**src/rtl/pipe_ctrl_pkg.sv**
```systemverilog
// Shared types and defaults for the pipeline sequencer.
package pipe_ctrl_pkg;

    // Default register-address width of the MIPS core.
    localparam int DEF_ASIZE = 5;

    // Sequencer states: normal issue, waiting on a slow data access, dead.
    typedef enum logic [1:0] {
        RUN      = 2'd0,
        MEM_WAIT = 2'd1,
        HALT     = 2'd2
    } state_t;

endpackage

```
**src/rtl/sat_counter.sv**
```systemverilog
// Saturating up-counter with asynchronous active-low reset.
module sat_counter #(
    parameter int WIDTH = 16
) (
    input  logic             clk,
    input  logic             rst,
    input  logic             inc,
    output logic [WIDTH-1:0] count
);

    // Next value that sticks at all-ones instead of wrapping.
    function automatic logic [WIDTH-1:0] sat_inc(input logic [WIDTH-1:0] v);
        return (&v) ? v : v + 1'b1;
    endfunction

    // Count register; holds once all-ones is reached.
    always_ff @(posedge clk or negedge rst) begin
        if (!rst) begin
            count <= '0;
        end else if (inc) begin
            count <= sat_inc(count);
        end
    end

endmodule

```
**src/rtl/pipeline_hazard_ctrl.sv**
```systemverilog
// Pipeline sequencer: load-use stalls, EXE redirects, slow data-memory
// freezes with timeout, and saturating stall/flush performance counters.
module pipeline_hazard_ctrl
    import pipe_ctrl_pkg::*;
#(
    parameter int ASIZE       = DEF_ASIZE,
    parameter int MEM_TIMEOUT = 64,
    parameter int CNT_W       = 16
) (
    input  logic             clk,
    input  logic             rst,
    input  logic [ASIZE-1:0] id_rs,
    input  logic [ASIZE-1:0] id_rt,
    input  logic             id_uses_rt,
    input  logic             ex_memread,
    input  logic [ASIZE-1:0] ex_waddr,
    input  logic             ex_redirect,
    input  logic             mem_req,
    input  logic             mem_ack,
    output logic             pc_en,
    output logic             ifid_en,
    output logic             idex_en,
    output logic             exmem_en,
    output logic             ifid_flush,
    output logic             idex_flush,
    output logic             memwb_flush,
    output logic             halted,
    output logic             mem_err,
    output logic [CNT_W-1:0] stall_cnt,
    output logic [CNT_W-1:0] flush_cnt
);

    // wait_cnt only has to reach MEM_TIMEOUT-2: the RUN cycle that launches
    // the access is the first freeze cycle, MEM_WAIT covers the rest.
    localparam int WAIT_W = (MEM_TIMEOUT > 2) ? $clog2(MEM_TIMEOUT - 1) : 1;
    localparam logic [WAIT_W-1:0] WAIT_LAST = WAIT_W'(MEM_TIMEOUT - 2);

    state_t            state, state_nx;
    logic [WAIT_W-1:0] wait_cnt, wait_nx;
    logic              err_nx;
    logic              freeze, lu, stall_inc, flush_inc;

    // Hazard detection from the current state and pipeline fields.
    always_comb begin
        freeze = ((state == RUN) && mem_req && !mem_ack)
               || ((state == MEM_WAIT) && !mem_ack)
               || (state == HALT);
        lu = ex_memread && (ex_waddr != '0)
           && ((ex_waddr == id_rs) || (id_uses_rt && (ex_waddr == id_rt)));
        stall_inc = (freeze && (state != HALT)) || (!freeze && !ex_redirect && lu);
        flush_inc = !freeze && ex_redirect;
    end

    // Strobe decode by priority: reset, freeze, redirect, load-use, normal.
    always_comb begin
        pc_en       = 1'b1;
        ifid_en     = 1'b1;
        idex_en     = 1'b1;
        exmem_en    = 1'b1;
        ifid_flush  = 1'b0;
        idex_flush  = 1'b0;
        memwb_flush = 1'b0;
        if (!rst) begin
            pc_en       = 1'b0;
            ifid_en     = 1'b0;
            idex_en     = 1'b0;
            exmem_en    = 1'b0;
            ifid_flush  = 1'b1;
            idex_flush  = 1'b1;
            memwb_flush = 1'b1;
        end else if (freeze) begin
            pc_en       = 1'b0;
            ifid_en     = 1'b0;
            idex_en     = 1'b0;
            exmem_en    = 1'b0;
            memwb_flush = 1'b1;
        end else if (ex_redirect) begin
            // The ID instruction is squashed, so a coincident load-use is moot.
            ifid_flush = 1'b1;
            idex_flush = 1'b1;
        end else if (lu) begin
            // One bubble suffices: it clears ex_memread on the next cycle.
            pc_en      = 1'b0;
            ifid_en    = 1'b0;
            idex_flush = 1'b1;
        end
    end

    // Next-state logic for the memory-wait sequencer.
    always_comb begin
        state_nx = state;
        wait_nx  = wait_cnt;
        err_nx   = mem_err;
        case (state)
            RUN: begin
                if (mem_req && !mem_ack) begin
                    state_nx = MEM_WAIT;
                    wait_nx  = '0;
                end
            end
            MEM_WAIT: begin
                if (mem_ack) begin
                    state_nx = RUN;
                end else if (wait_cnt == WAIT_LAST) begin
                    state_nx = HALT;
                    err_nx   = 1'b1;
                end else begin
                    wait_nx = wait_cnt + 1'b1;
                end
            end
            default: begin
                state_nx = HALT;
            end
        endcase
    end

    // State, wait counter and sticky error flag.
    always_ff @(posedge clk or negedge rst) begin
        if (!rst) begin
            state    <= RUN;
            wait_cnt <= '0;
            mem_err  <= 1'b0;
        end else begin
            state    <= state_nx;
            wait_cnt <= wait_nx;
            mem_err  <= err_nx;
        end
    end

    assign halted = (state == HALT);

    sat_counter #(.WIDTH(CNT_W)) u_stall_cnt (
        .clk   (clk),
        .rst   (rst),
        .inc   (stall_inc),
        .count (stall_cnt)
    );

    sat_counter #(.WIDTH(CNT_W)) u_flush_cnt (
        .clk   (clk),
        .rst   (rst),
        .inc   (flush_inc),
        .count (flush_cnt)
    );

endmodule

```
**config.mk**
```make
export PLATFORM = sky130hd
export DESIGN_NAME = pipeline_hazard_ctrl
export DESIGN_NICKNAME = d
export VERILOG_FILES = /design/src/rtl/pipe_ctrl_pkg.sv /design/src/rtl/sat_counter.sv /design/src/rtl/pipeline_hazard_ctrl.sv
export SDC_FILE = /design/constraint.sdc
export NUM_CORES = 1
export LEC_CHECK = 0
export ABC_CLOCK_PERIOD_IN_PS = 1800
export CAP_MARGIN = 40
export CORE_UTILIZATION = 43
export DETAILED_ROUTE_END_ITERATION = 8
export MAX_ROUTING_LAYER = met4
export PLACE_DENSITY = 0.76
export REMOVE_ABC_BUFFERS = 1
export SLEW_MARGIN = 20
export SYNTH_ARGS = -nofsm -noshare
export SYNTH_HDL_FRONTEND = slang
export SYNTH_SLANG_ARGS = --single-unit
export TNS_END_PERCENT = 5
```
**constraint.sdc**
```tcl
create_clock -name clk -period 1.8 [get_ports clk]
set_input_delay 0.36 -clock clk [delete_from_list [all_inputs] [get_ports clk]]
set_output_delay 0.36 -clock clk [all_outputs]
set_load 0.02 [all_outputs]
```
==> results of run 1 <==
==> synth_stat cells, drive strengths merged (2+ instances only) <==
cell type and number:
a21o 2, a21oi 2, and3 5, buf 3
dfrtp 41, ha 4, inv 9, mux2 3
nand2 18, nand2b 2, nand3 20, nand4 11
nor2 12, nor2b 2, nor3 5, nor4 3
o21ai 7, o311ai 2, o31ai 2, or3 2
xnor2 27, xor2 15
==> layout make-up <==
| class | count | area share, % |
|---|---|---|
| Sequential cell | 41 | 29.01 |
| Timing Repair Buffer | 121 | 29.47 |
| Inverter | 9 | 0.9541 |
| Clock buffer | 7 | 2.438 |
| Tap cell | 67 | 2.367 |
| Multi-Input combinational cell | 156 | 34.91 |
| Clock inverter | 1 | 0.8481 |
==> kinds of logic (layout without fill, tap and decap cells) <==
family                   after synthesis  after routing  synth area share, %
AND/OR/NAND/NOR                       88             88                22.57
XOR/XNOR                              42             42                16.71
flip-flops                            41             41                46.62
AO/OA/AOI/OAI                         19             19                7.561
buffers and inverters                 12            138                2.728
adder cells (fa/ha/maj)                4              4                2.274
multiplexers                           3              3                1.535
==> path summary, 6_finish.rpt <==
path	end	startpoint
worst min-delay path	u_stall_cnt.count[9]	rst
min in group clk	u_flush_cnt.count[15]	u_flush_cnt.count[15]
worst max register to register	u_flush_cnt.count[8]	state[1]
max in group asynchronous	state[1]	rst
worst max-delay path	idex_flush	id_rt[3]
worst min register to register	u_flush_cnt.count[15]	u_flush_cnt.count[15]
==> cells in the final DEF, fill, tap and decap left out, types with 2 or more instances in the layout <==
| master | synthesis | layout |
|---|---|---|
| dlygate4sd2_1 | 0 | 9 |
| mux2_2 | 3 | 3 |
| and3_1 | 4 | 4 |
| nand4_1 | 10 | 10 |
| clkdlybuf4s50_1 | 0 | 28 |
| nand3_1 | 20 | 18 |
| nand3_2 | 0 | 2 |
| nor3_1 | 5 | 4 |
| nand2_1 | 18 | 18 |
| a21o_1 | 2 | 2 |
| inv_1 | 9 | 9 |
| nor2b_1 | 2 | 2 |
| clkbuf_8 | 0 | 6 |
| buf_6 | 1 | 9 |
| dlymetal6s2s_1 | 0 | 8 |
| nor2_1 | 12 | 10 |
| o21ai_0 | 6 | 3 |
| buf_2 | 0 | 8 |
| nor4_2 | 3 | 2 |
| o21ai_1 | 0 | 2 |
| xnor2_1 | 27 | 27 |
| xor2_1 | 15 | 13 |
| xor2_2 | 0 | 2 |
| nand2b_1 | 2 | 2 |
| o311ai_4 | 0 | 2 |
| ha_1 | 4 | 4 |
| dfrtp_1 | 41 | 40 |
| nor2_2 | 0 | 2 |
| buf_4 | 2 | 59 |
==> stage by stage <==
stage | hold slack, ns | cells | total power, mW | cell area (sq um)
2_1_floorplan | 0.06441 | 206 | 1.607 | 2175
3_3_place_gp | 0.3424 | 392 | 2.222 | 3302
3_5_place_dp | 0.3435 | 392 | 2.249 | 3302
4_1_cts | 0.07020 | 402 | 3.030 | 3503
5_1_grt | 0.07237 | 402 | 3.179 | 3541
6_report | 0.08003 | 402 | 3.011 | 3541
==> worst max-delay path: cells and delay by family <==
| kind | cells | cell delay (ns) |
|---|---|---|
| and+or+nand+nor | 2 | 0.58 |
| buffers and inverters | 2 | 0.26 |
| xor gates and xnor gates | 1 | 0.16 |
| AOI/OAI and AO/OA | 2 | 0.41 |
==> layer usage <==
metal,track usage (%),part of all wire [%],vias up
met5,-,0,-
met4,8.974,2.1,0
met3,5.487,4.5,11
met2,37.92,50,53
met1,30.12,44,980
li1,-,-,981
==> where the power goes <==
| group | internal, mW | switching, mW | total, mW |
|---|---|---|---|
| clock network | 0.452 | 0.314 | 0.766 |
| logic | 0.574 | 0.537 | 1.11 |
| registers | 1.05 | 0.0863 | 1.13 |
==> what timing repair did <==
item / CTS / global route
buffers inserted: 2 / 0
gates resized for setup: 99 / 16
pin swaps: 18 / 11
gates cloned: 0 / 0
endpoints found under the setup margin: 28 / 46
endpoints found under the hold margin: 0 / 0
hold buffers: 0 / 0
==> state kept, by name, indices dropped and copies added, names as in the netlist <==
register           cells
mem_err                1
state                  2
u_flush_cnt.count     16
u_stall_cnt.count     16
wait_cnt               6
==> results.sh, run 1 <==
export IMPL_area_growth_pct=60.89
export IMPL_crit_path_frequent_cell="buf_6"
export IMPL_finalCriticalPeriod_ns=2.137
export IMPL_criticalPathCategory="primary input to output pin"
export IMPL_violations="setup timing"
export IMPL_cp_end_kind="output pin"
export IMPL_p_per_area_nw_per_um2=850.5
export IMPL_die_height_um=73.54
export IMPL_synth_seq_cells=41
export IMPL_max_freq_mhz=468.0
export IMPL_detail_route_antenna_nets=0
export IMPL_cts_tree="done"
export IMPL_clk_pin_slew_ns=0.08
export IMPL_cts_buffers=5
export IMPL_drt_first_pass_iters=4
export IMPL_die_area_sq_um=5408
export IMPL_avgViaCountPerCell=5.037
export IMPL_async_reset_ff_share_pct=100.0
export IMPL_outcome="finished with violations"
export IMPL_dp_hpwl_mm=3.992
export IMPL_vdd_drop_max_mv=0.5831
export IMPL_dieWidth_um=73.54
export IMPL_worst_slew_pin_slew_ns=0.4803
export IMPL_cts_root_buf="clkbuf_8"
export IMPL_synthTopCellsByArea="dfrtp_1 (47%), xnor2_1 (11%), xor2_1 (6.0%), nand3_1 (4.5%), nand2_1 (3.1%)"
export IMPL_wirelength_mm=5.914
export IMPL_path_max_fanout=2
export IMPL_syn_inst=209
export IMPL_drive_gt1_share_pct=34.03
export IMPL_pre_cts_slack_ns=-1.304
export IMPL_crit_path_start_kind="primary input"
export IMPL_cp_slowest_cell="nor4_2"
export IMPL_finalWorstSetupSlack_ns=-0.3367
export IMPL_core_area_sq_um=4817
export IMPL_cts_max_level=2
export IMPL_final_period_utilization_pct=118.7
export IMPL_vias=2025
export IMPL_synth_cell_types=42
export IMPL_clk_path_buf_depth=2
export IMPL_required_ns=1.44
export IMPL_hold_path_class="primary input to async pin"
export IMPL_overflow=0
export IMPL_tns_ns=-2.162
export IMPL_regArea_sq_um=1027
export IMPL_routedWlPerCell_um=14.71
export IMPL_antenna_found_initial=0
export IMPL_rsz0062_at_grt="yes"
export IMPL_synth_warnings=0
export IMPL_post_route_util_pct=73.51
export IMPL_avgSynthCellArea_sq_um=10.53
export IMPL_antenna_cells=0
export IMPL_drt_iter0_drc=119
export IMPL_slowest_delay_ns=0.29
export IMPL_yosysSeqAreaShare_pct=46.62
export IMPL_setup_viol=24
export IMPL_final_nets=360
export IMPL_r2r_slack_ns=-0.13
export IMPL_slew_limit_headroom_pct=67.73
export IMPL_grt_first_pass_wirelength_mm=9.301
export IMPL_clkLatencyLatePin_ns=0.30
export IMPL_skew_ns=0.01009
export IMPL_syn_area_sq_um=2201
export IMPL_port_buffers=62
export IMPL_drcViolationCount=0
export IMPL_synth_edf_count=0
export IMPL_grt_total_usage_pct=24.02
export IMPL_gp_congestion=0.8524
export IMPL_p_leak_nw=1.719
export IMPL_grt_pass1_vias=1957
export IMPL_start_util_pct=45.69
export IMPL_multi_input_area_sq_um=1236
export IMPL_cts_sinks=41
export IMPL_synth_top_cell_area_share_pct=46.62
export IMPL_fillers=370
export IMPL_ios=63
export IMPL_grt_max_degree=35
export IMPL_slew_viol_final=0
export IMPL_std_cell_rows=25
export IMPL_worstRegToRegCells=8
export IMPL_max_cap_viol_count=0
export IMPL_hold_viol_final=0
export IMPL_crit_chain="buf_6 > xor2_2 > nor4_2 > a32oi_2 > or2_4 > o311ai_4 > buf_6"
export IMPL_synth_top_cell_by_area="dfrtp_1"
export IMPL_cp_arrival_ns=1.78
export IMPL_ys_flop_type="dfrtp_1"
No activity file was read; power rests on OpenSTA's default activity.
==> run 2, diff against run 1 <==
- CELL_PAD_IN_SITES_DETAIL_PLACEMENT: unset -> 1
- CELL_PAD_IN_SITES_GLOBAL_PLACEMENT: unset -> 1
- CORE_UTILIZATION: 43 -> 33
- HOLD_SLACK_MARGIN: unset -> 0.02
- PLACE_DENSITY: 0.76 -> unset
- PLACE_DENSITY_LB_ADDON: unset -> 0.1
==> run 2 against run 1 <==
  * First-iteration DRC count is 68% lower
  * Combinational power is essentially flat
  * Register-to-register slack worse by 0.02 ns
  * Sequential power is essentially flat
  * Clock power about the same
  * Critical path type unchanged
  * Highest routed layer unchanged
  * Non-clock buffer count rose by 11
  * Largest cell class unchanged
  * Sequential cell count unchanged
  * The flow still finishes with violations (setup timing)
  * Core utilization decreased by 16 points
==> results.sh, run 2 (same netlist as run 1, synthesis figures left out) <==
export IMPL_routedWlPerCell_um=14.74
export IMPL_max_cap_viol_count=0
export IMPL_cts_root_buf="clkbuf_8"
export IMPL_std_cell_rows=29
export IMPL_path_max_fanout=2
export IMPL_regArea_sq_um=1028
export IMPL_p_per_area_nw_per_um2=830.0
export IMPL_drive_gt1_share_pct=37.86
export IMPL_skew_ns=0.006072
export IMPL_drcViolationCount=0
export IMPL_fillers=705
export IMPL_final_period_utilization_pct=119.6
export IMPL_hold_path_class="primary input to async pin"
export IMPL_reg_top3="u_flush_cnt.count x16, u_stall_cnt.count x16, wait_cnt x6"
export IMPL_crit_path_frequent_cell="buf_6"
export IMPL_clk_pin_slew_ns=0.08
export IMPL_cts_buffers=5
export IMPL_drt_first_pass_iters=2
export IMPL_gp_congestion=0.7836
export IMPL_max_freq_mhz=464.5
export IMPL_drt_iter0_drc=38
export IMPL_port_buffers=62
export IMPL_rsz0062_at_grt="yes"
export IMPL_antenna_cells=0
export IMPL_final_common_cell="buf_4"
export IMPL_setup_viol=27
export IMPL_final_design_area_no_fill_sq_um=3652
export IMPL_grt_pass1_vias=2159
export IMPL_die_area_sq_um=7000
export IMPL_crit_chain="buf_6 > xor2_1 > nor4_2 > a32oi_2 > or2_4 > o311ai_4 > buf_6"
export IMPL_multi_input_area_sq_um=1259
export IMPL_post_route_util_pct=57.19
export IMPL_hold_viol_final=0
export IMPL_finalWorstSetupSlack_ns=-0.3528
export IMPL_required_ns=1.44
export IMPL_start_util_pct=34.46
export IMPL_crit_path_start_kind="primary input"
export IMPL_cts_max_level=2
export IMPL_violations="setup timing"
export IMPL_die_height_um=83.67
export IMPL_worst_slew_pin_slew_ns=0.4525
export IMPL_r2r_slack_ns=-0.15
export IMPL_worstRegToRegCells=8
export IMPL_grt_total_usage_pct=18.71
export IMPL_detail_route_antenna_nets=0
export IMPL_vdd_drop_max_mv=0.6401
export IMPL_cp_arrival_ns=1.79
export IMPL_ios=63
export IMPL_area_growth_pct=65.95
export IMPL_antenna_found_initial=0
export IMPL_clk_path_buf_depth=2
export IMPL_vias=2039
export IMPL_final_cell_mix="buf_4 (66), dfrtp_1 (39), clkdlybuf4s50_1 (32)"
export IMPL_avgViaCountPerCell=4.820
export IMPL_cts_sinks=41
export IMPL_clkLatencyLatePin_ns=0.29
export IMPL_slew_viol_final=0
export IMPL_r2r_end="u_flush_cnt.count[14]"
export IMPL_grt_max_degree=24
export IMPL_slowest_delay_ns=0.33
export IMPL_final_nets=371
export IMPL_dieWidth_um=83.67
export IMPL_wirelength_mm=6.234
export IMPL_overflow=0
export IMPL_slew_limit_headroom_pct=69.60
export IMPL_p_leak_nw=1.712
export IMPL_cp_end_kind="output pin"
export IMPL_finalCriticalPeriod_ns=2.153
export IMPL_dpl_instance_area_sq_um=3367
export IMPL_dp_hpwl_mm=4.678
export IMPL_rr_startpoint="state[1]"
export IMPL_cts_tree="done"
export IMPL_critical_path_top_delay_family="simple AND/OR/NAND/NOR gates"
export IMPL_critPathLaunch="ex_waddr[3]"
export IMPL_core_area_sq_um=6386
export IMPL_outcome="finished with violations"
export IMPL_worst_path_buf_inv=2
export IMPL_cp_slowest_cell="nor4_2"
export IMPL_grt_first_pass_wirelength_mm=10.29
export IMPL_criticalPathCategory="primary input to output pin"
-- run 2: changes by cell type in the layout (fill, tap and decap cells not counted), sizes merged --
| cell | before | now |
|---|---|---|
| buf | 76 | 85 |
| clkbuf | 7 | 8 |
| clkdlybuf4s50 | 28 | 32 |
| dlygate4sd2 | 9 | 7 |
| dlygate4sd3 | 0 | 1 |
| dlymetal6s2s | 8 | 6 |
-- run 2: metrics by stage --
stage                     hold WS (ns)  worst slack, ns  cells  power, mW  TNS (ns)
final                          0.08643          -0.3528    423      3.031    -3.966
after CTS                      0.06697          -0.4046    419      3.075    -2.746
after global placement          0.3149           -1.199    409      2.242    -20.95
after floorplan                0.06441          -0.4451    206      1.607    -2.139
after global routing           0.09889          -0.3915    423      3.211    -6.342
after detailed placement        0.3144           -1.277    409      2.270    -22.83
-- run 2: repair_timing --
item / in CTS / in global routing
setup buffers: 1 / 4
gates resized for setup: 84 / 34
endpoints found under the hold margin: 2 / 0
pin swaps: 21 / 17
hold buffers: 1 / 0
endpoints found under the setup margin: 32 / 36
-- run 2: layout make-up --
type | instances | area share, %
flip-flops and latches | 41 | 28.16
multi-input cells | 156 | 34.46
clock buffers | 7 | 2.364
inverters | 9 | 0.9250
clock inverters | 1 | 0.8222
well taps | 77 | 2.638
repair buffers | 132 | 30.63
-- run 2: worst max path at each step --
stage                       to  slack (ns)  depth (start not counted)
CTS                 idex_flush       -0.40                          7
global placement    idex_flush       -1.20                          7
floorplan           idex_flush       -0.45                          5
finish              idex_flush       -0.35                          7
global route        idex_flush       -0.39                          7
detailed placement  idex_flush       -1.28                          7
-- run 2: power breakdown --
group / leakage [nW] / internal (mW) / total [mW] / switching (mW)
Combinational: 1.11 / 0.591 / 1.13 / 0.541
Sequential: 0.538 / 1.05 / 1.13 / 0.0850
Clock: 0.0585 / 0.452 / 0.766 / 0.314
-- run 2: routing by layer --
metal / GRT usage (%) / share of wire [%] / up-vias
met5: - / 0 / -
met4: 5.701 / 1.2 / 0
met3: 3.956 / 3.9 / 8
met2: 28.82 / 48 / 47
met1: 24.81 / 47 / 985
li1: - / - / 999
-- run 2: worst reg2reg max path: cells and delay by family (launching register included) --
family          cells  cell delay (ns)
buf+inv             2             0.28
xor+xnor            1             0.15
simple gates        3             0.72
flops               1             0.45
compound gates      2             0.24
